===== src/rtl/aes_round_sequencer_if.sv =====
// Bundles the cipher-side, key-schedule, round-function and addRoundKey
// signals of the AES round sequencer. The master modport is the sequencer.
interface aes_round_sequencer_if #(
    parameter int unsigned W = 128
);
    logic         start;
    logic [W-1:0] block_in;
    logic         busy;
    logic         done;
    logic [W-1:0] block_out;
    logic         rk_req;
    logic [3:0]   rk_idx;
    logic         rk_valid;
    logic [W-1:0] rk_data;
    logic [W-1:0] rnd_in;
    logic         rnd_last;
    logic [W-1:0] rnd_out;
    logic [W-1:0] ark_data;
    logic [W-1:0] ark_key;
    logic [W-1:0] ark_out;

    modport master (
        input  start, block_in, rk_valid, rk_data, rnd_out, ark_out,
        output busy, done, block_out, rk_req, rk_idx, rnd_in, rnd_last, ark_data, ark_key
    );

    modport slave (
        output start, block_in, rk_valid, rk_data, rnd_out, ark_out,
        input  busy, done, block_out, rk_req, rk_idx, rnd_in, rnd_last, ark_data, ark_key
    );
endinterface


===== src/rtl/aes_round_sequencer.sv =====
// Steps one AES-128 block through round-key fetch and addRoundKey for rounds
// 0..NR, owning the state register, round counter and ARK operand registers.
module aes_round_sequencer #(
    parameter int unsigned NR      = 10,
    parameter int unsigned ARK_LAT = 1,
    parameter int unsigned W       = 128
) (
    input  logic                  clk,
    input  logic                  rst,
    aes_round_sequencer_if.master bus
);
    localparam int unsigned RW = 4;
    localparam int unsigned CW = (ARK_LAT > 0) ? $clog2(ARK_LAT + 1) : 1;

    typedef enum logic [1:0] {
        S_IDLE  = 2'd0,
        S_FETCH = 2'd1,
        S_ARK   = 2'd2,
        S_DONE  = 2'd3
    } state_e;

    state_e        state_q, state_d;
    logic [RW-1:0] round_q, round_d;
    logic [CW-1:0] wcnt_q, wcnt_d;
    logic [W-1:0]  st_q, st_d;
    logic [W-1:0]  ark_data_q, ark_data_d;
    logic [W-1:0]  ark_key_q, ark_key_d;
    logic [W-1:0]  block_out_q, block_out_d;
    logic          busy_q, busy_d;
    logic          done_q, done_d;
    logic          rk_req_q, rk_req_d;
    logic          rnd_last_q, rnd_last_d;

    always_ff @(posedge clk) begin
        if (rst) begin
            state_q     <= S_IDLE;
            round_q     <= '0;
            wcnt_q      <= '0;
            st_q        <= '0;
            ark_data_q  <= '0;
            ark_key_q   <= '0;
            block_out_q <= '0;
            busy_q      <= 1'b0;
            done_q      <= 1'b0;
            rk_req_q    <= 1'b0;
            rnd_last_q  <= 1'b0;
        end else begin
            state_q     <= state_d;
            round_q     <= round_d;
            wcnt_q      <= wcnt_d;
            st_q        <= st_d;
            ark_data_q  <= ark_data_d;
            ark_key_q   <= ark_key_d;
            block_out_q <= block_out_d;
            busy_q      <= busy_d;
            done_q      <= done_d;
            rk_req_q    <= rk_req_d;
            rnd_last_q  <= rnd_last_d;
        end
    end

    // Next state; status flags are registered from the next-state decode
    always_comb begin
        state_d     = state_q;
        round_d     = round_q;
        wcnt_d      = wcnt_q;
        st_d        = st_q;
        ark_data_d  = ark_data_q;
        ark_key_d   = ark_key_q;
        block_out_d = block_out_q;

        case (state_q)
            S_IDLE, S_DONE: begin
                if (bus.start) begin
                    st_d    = bus.block_in;
                    round_d = '0;
                    state_d = S_FETCH;
                end else begin
                    state_d = S_IDLE;
                end
            end
            S_FETCH: begin
                if (bus.rk_valid) begin
                    ark_key_d  = bus.rk_data;
                    ark_data_d = (round_q == '0) ? st_q : bus.rnd_out;
                    wcnt_d     = '0;
                    state_d    = S_ARK;
                end
            end
            S_ARK: begin
                if (wcnt_q == CW'(ARK_LAT)) begin
                    st_d = bus.ark_out;
                    if (round_q == RW'(NR)) begin
                        block_out_d = bus.ark_out;
                        state_d     = S_DONE;
                    end else begin
                        round_d = RW'(round_q + RW'(1));
                        state_d = S_FETCH;
                    end
                end else begin
                    wcnt_d = CW'(wcnt_q + CW'(1));
                end
            end
            default: state_d = S_IDLE;
        endcase

        busy_d     = (state_d == S_FETCH) || (state_d == S_ARK);
        done_d     = (state_d == S_DONE);
        rk_req_d   = (state_d == S_FETCH);
        rnd_last_d = (round_d == RW'(NR));
    end

    assign bus.busy      = busy_q;
    assign bus.done      = done_q;
    assign bus.block_out = block_out_q;
    assign bus.rk_req    = rk_req_q;
    assign bus.rk_idx    = round_q;
    assign bus.rnd_in    = st_q;
    assign bus.rnd_last  = rnd_last_q;
    assign bus.ark_data  = ark_data_q;
    assign bus.ark_key   = ark_key_q;
endmodule


===== src/flat_wrapper.sv =====
// flat-port wrapper written by rule: the top's interface ports become plain ports
module aes_round_sequencer_flat 
#(
    parameter int unsigned NR      = 10,
    parameter int unsigned ARK_LAT = 1,
    parameter int unsigned W       = 128
)
  (clk, rst, bus_start, bus_block_in, bus_rk_valid, bus_rk_data, bus_rnd_out, bus_ark_out, bus_busy, bus_done, bus_block_out, bus_rk_req, bus_rk_idx, bus_rnd_in, bus_rnd_last, bus_ark_data, bus_ark_key);
  aes_round_sequencer_if #(.W(W)) bus_i ();
  input  logic clk;
  input  logic rst;
  input wire logic [$bits(bus_i.start)-1:0] bus_start;
  input wire logic [$bits(bus_i.block_in)-1:0] bus_block_in;
  input wire logic [$bits(bus_i.rk_valid)-1:0] bus_rk_valid;
  input wire logic [$bits(bus_i.rk_data)-1:0] bus_rk_data;
  input wire logic [$bits(bus_i.rnd_out)-1:0] bus_rnd_out;
  input wire logic [$bits(bus_i.ark_out)-1:0] bus_ark_out;
  output wire logic [$bits(bus_i.busy)-1:0] bus_busy;
  output wire logic [$bits(bus_i.done)-1:0] bus_done;
  output wire logic [$bits(bus_i.block_out)-1:0] bus_block_out;
  output wire logic [$bits(bus_i.rk_req)-1:0] bus_rk_req;
  output wire logic [$bits(bus_i.rk_idx)-1:0] bus_rk_idx;
  output wire logic [$bits(bus_i.rnd_in)-1:0] bus_rnd_in;
  output wire logic [$bits(bus_i.rnd_last)-1:0] bus_rnd_last;
  output wire logic [$bits(bus_i.ark_data)-1:0] bus_ark_data;
  output wire logic [$bits(bus_i.ark_key)-1:0] bus_ark_key;
  assign bus_i.start = bus_start;
  assign bus_i.block_in = bus_block_in;
  assign bus_i.rk_valid = bus_rk_valid;
  assign bus_i.rk_data = bus_rk_data;
  assign bus_i.rnd_out = bus_rnd_out;
  assign bus_i.ark_out = bus_ark_out;
  assign bus_busy = bus_i.busy;
  assign bus_done = bus_i.done;
  assign bus_block_out = bus_i.block_out;
  assign bus_rk_req = bus_i.rk_req;
  assign bus_rk_idx = bus_i.rk_idx;
  assign bus_rnd_in = bus_i.rnd_in;
  assign bus_rnd_last = bus_i.rnd_last;
  assign bus_ark_data = bus_i.ark_data;
  assign bus_ark_key = bus_i.ark_key;
  aes_round_sequencer #(.NR(NR), .ARK_LAT(ARK_LAT), .W(W)) u_core (.clk(clk), .rst(rst), .bus(bus_i));
endmodule

===== config.mk =====
export PLATFORM = sky130hd
export DESIGN_NAME = aes_round_sequencer_flat
export DESIGN_NICKNAME = d
export VERILOG_FILES = /design/src/rtl/aes_round_sequencer_if.sv /design/src/rtl/aes_round_sequencer.sv /design/src/flat_wrapper.sv
export SDC_FILE = /design/constraint.sdc
export NUM_CORES = 1
export LEC_CHECK = 0
export CAP_MARGIN = 5
export CORE_AREA = 2 2 401 403
export DETAILED_ROUTE_END_ITERATION = 8
export DIE_AREA = 0 0 403 405
export PLACE_DENSITY = 0.42
export SYNTH_ARGS = -nofsm -noshare
export SYNTH_HDL_FRONTEND = slang
export SYNTH_SLANG_ARGS = --single-unit

===== constraint.sdc =====
create_clock -name clk -period 2.4 [get_ports clk]
set_input_delay 0.36 -clock clk [delete_from_list [all_inputs] [get_ports clk]]
set_output_delay 0.36 -clock clk [all_outputs]
set_load 0.01 [all_outputs]

==> flow_summary_export.csv <==
group,metric,value,unit
status,status,"completed",
sta,headroom_to_the_max_slew_limit,55.0,%
synthesis,synthTopCellsByCount,"dfxtp_1, nand2_1, nor2_1, a21oi_1, mux2i_1",
worst_setup_path,slowest_delay,0.67,ns
global_route,pin_count_of_the_biggest_net_entering_global_routing,68,
worst_setup_path,cp-end-kind,"output port",
synthesis,syn_inst,2321,
worst_setup_path,setup_crit_end,"bus_rnd_in[13]",
synthesis,most_common_flop_cell_mapped_by_yosys,"dfxtp_1",
clock_network,cts_max_level,3,
synthesis,synth.yosys.warnings,0,
synthesis,post_synth_instance_area,0.0210,sq mm
floorplan,io_pins,1036,
worst_setup_path,critical_path.max_fanout,3,
synthesis,yosysMostFrequentCell,"dfxtp_1",
clock_network,clkSinkCount,523,
worst_setup_path,wp_data_arrival,1.87,ns
sta,clock-skew-final,0.0267,ns
clock_network,cts-buffers-inserted,74,
worst_setup_path,category_of_the_critical_setup_timing_path,"register to output port",
place,post-dp-hpwl,95700,microns
clock_network,root_buffer,"clkbuf_16",
synthesis,synth-edff-count,0,
floorplan,row_cnt,147,
clock_network,clk_latency,0.65,ns
synthesis,synth_top_area_share,49.8,%
detailed_routing,drt_iter0_drc,915,
sta,timing.setup.tns,0,ns
clock_network,cts_hold_buf,0,
floorplan,fp.coreArea,0.159,sq mm
floorplan,floorplan.initialDensity,13.2,%
cells_and_area,ratio_of_cells_with_drive_above_1_in_the_final_layout,9.48,%
detailed_routing,vias,20566,
worst_setup_path,crit_path_buf_inv_count,1,
sta,fmax,448,MHz
detailed_routing,viasPerCell,3.74,
worst_setup_path,reg2reg_setup_slack,0.29,ns
global_route,global_route.overflow_total,0,
detailed_routing,detail_route.drc_violations,0,
detailed_routing,antenna_left,0,
worst_setup_path,worst_setup_path_startpoint,"u_core.bus.rnd_in[13]$_SDFFE_PP0P_",
clock_network,tritoncts_clock_tree,"built",
power,worst_ir_drop_vdd,0.424,mV
synthesis,ys_top_cells_by_area,"dfxtp_1, mux2i_1, nand2_1, a211oi_1, a21oi_1",
clock_network,cts.repair_timing.setup_buffer_count,0,
worst_setup_path,regToRegEndpoint,"u_core.bus.rnd_in[123]$_SDFFE_PP0P_",
global_route,global_route.usage.total,14.3,%
floorplan,die_height,405,microns
worst_setup_path,worst_r2r_startpoint,"u_core.state_q[0]$_SDFF_PP0_",
cells_and_area,finish.net_count,3881,
detailed_routing,drt_wl_total,122000,microns
worst_setup_path,critical_path.top_delay_family,"buffers and inverters",
worst_setup_path,worstSetupPathDepth,1,
cells_and_area,post_route_design_area,0.0368,sq mm
place,gpl.final_weighted_congestion,0.835,
synthesis,synth-seq-cells,523,
power,power.leakage,13.0,nW
flow_run,maxCapViolCount,0,
place,place.port_buffers,1035,
clock_network,cts_repair_resize_count,0,
clock_network,cts.reportedPaths.clkPinSlew,0.06,ns
floorplan,fp.dieArea,0.163,sq mm
sta,finalSetupViolCount,0,
cells_and_area,fill_cells,17412,
synthesis,proportion_of_synthesized_chip_area_in_sequential_cells,49.8,%
cells_and_area,flow.area_growth_from_synthesis,74.8,%
global_route,antenna_violations_before_repair,24,
power,power_density,655,mW/mm^2
worst_setup_path,rr_worst_depth,8,
global_route,grt_pass1_wl,165000,microns
worst_setup_path,critical_path.slowest_cell,"clkdlybuf4s50_1",
sta,fin_crit_sh,92.9,%
clock_network,cts-root-to-sink-buffers,3,
sta,slew_violations,0,
detailed_routing,routedWlPerCell,22.2,microns
synthesis,post_synth_num_cell_types,36,
sta,post-route-min-period,2.23,ns
sta,final_hold_viol_count,0,
detailed_routing,drt_pass1_iterations,5,
worst_setup_path,crit_path_cell_trace,"clkdlybuf4s50_1",
synthesis,synth_top_cell_by_area,"dfxtp_1",
synthesis,synth_fp_nets,2844,
place,placed_cell_area,0.0344,sq mm
synthesis,synthesis.area_per_instance,9.07,sq um
sta,unrepaired_setup_endpoints_after_global_routing,"false",
global_route,number_of_global_route_vias_before_repair,20473,
worst_hold_path,min_path_type,"input port to register",
worst_setup_path,timing.critical_path.from_type,"register",
sta,tightestPinTransition,0.656,ns
floorplan,die_w,403,microns
worst_setup_path,worst_ep_required_time,2.04,ns
synthesis,synth_async_sr_flop_share,0,%
-- placed cells by master (no fill, tap or decap), types with 2 or more instances in the layout --
master	count
clkdlybuf4s50_1	1034
dfxtp_1	523
nand2_1	517
nor2_1	262
a21oi_1	259
mux2i_1	256
a211oi_1	178
buf_4	91
a211oi_2	79
clkbuf_16	75
buf_12	37
clkbuf_1	18
diode_2	13
clkinv_2	10
clkbuf_8	7
nor2b_1	6
ha_1	6
bufinv_16	6
inv_1	5
inv_6	4
nand2b_1	2
and3b_1	2
o22ai_1	2
o21ai_0	2
nor4_1	2
clkinv_8	2
clkinvlp_4	2
-- area by class of cell --
cell class	count	area, sq um	area share (%)
Inverter	5	18.8	0.0510
Clock buffer	100	2040	5.55
Antenna cell	13	32.5	0.0885
Clock inverter	25	333	0.905
Multi-Input combinational cell	1591	9480	25.8
Timing Repair Buffer	1163	11800	32.1
Sequential cell	523	10500	28.5
Tap cell	2086	2610	7.10
-- power by group --
group | internal, mW | switching (mW)
Combinational | 1.92 | 1.57
Clock | 6.61 | 4.54
Sequential | 9.07 | 0.377
Total | 17.6 | 6.48
-- worst min-delay path by stage --
stage                                           startpoint                                     end  slack, ns  cells after the start
finish                                                 rst      u_core.bus.rnd_in[98]$_SDFFE_PP0P_       0.20                      2
global route                                           rst    u_core.bus.block_out[9]$_SDFFE_PP0P_       0.17                      2
CTS                                                    rst    u_core.bus.block_out[9]$_SDFFE_PP0P_       0.13                      2
detailed placement  u_core.bus.block_out[124]$_SDFFE_PP0P_  u_core.bus.block_out[124]$_SDFFE_PP0P_       0.45                      2
global placement      u_core.bus.ark_key[111]$_SDFFE_PP0P_    u_core.bus.ark_key[111]$_SDFFE_PP0P_       0.44                      2
floorplan               u_core.bus.ark_key[0]$_SDFFE_PP0P_      u_core.bus.ark_key[0]$_SDFFE_PP0P_       0.48                      2
-- metrics by stage --
step	util, %	cells	setup WS, ns	hold WS [ns]	power [mW]
floorplan	-	2321	0.600	0.481	10.7
global placement	21.6	5368	0.207	0.440	13.1
detailed placement	21.6	5368	0.182	0.446	13.2
CTS	23.1	5493	0.00954	0.133	24.7
global route	23.1	5504	0.0307	0.174	25.2
finish	23.1	5506	0.170	0.200	24.1
-- flip-flops by register name, summed over array words and instances, names as in the netlist, 2 cells and up --
register / count
u_core.bus.ark_data: 128
u_core.bus.rnd_in: 128
u_core.bus.block_out: 128
u_core.state_q: 2
u_core.bus.rk_idx: 4
u_core.bus.ark_key: 128
-- cell families after synthesis --
group	share of synthesized area [%]
xor+xnor	0.0416
simple gates	14.7
flops	49.8
mux	12.2
compound gates	17.5
fa+ha+maj	0.416
buf+inv	5.43
-- metal layers --
metal	vias to the layer above	track usage, %	wire length, microns
met3	138	4.95	9720
met5	-	0	34
li1	10074	-	-
met1	9660	17.2	51100
met2	688	23.8	58800
met4	6	4.24	2820
Note: power is estimated with default switching activity, not from simulation.
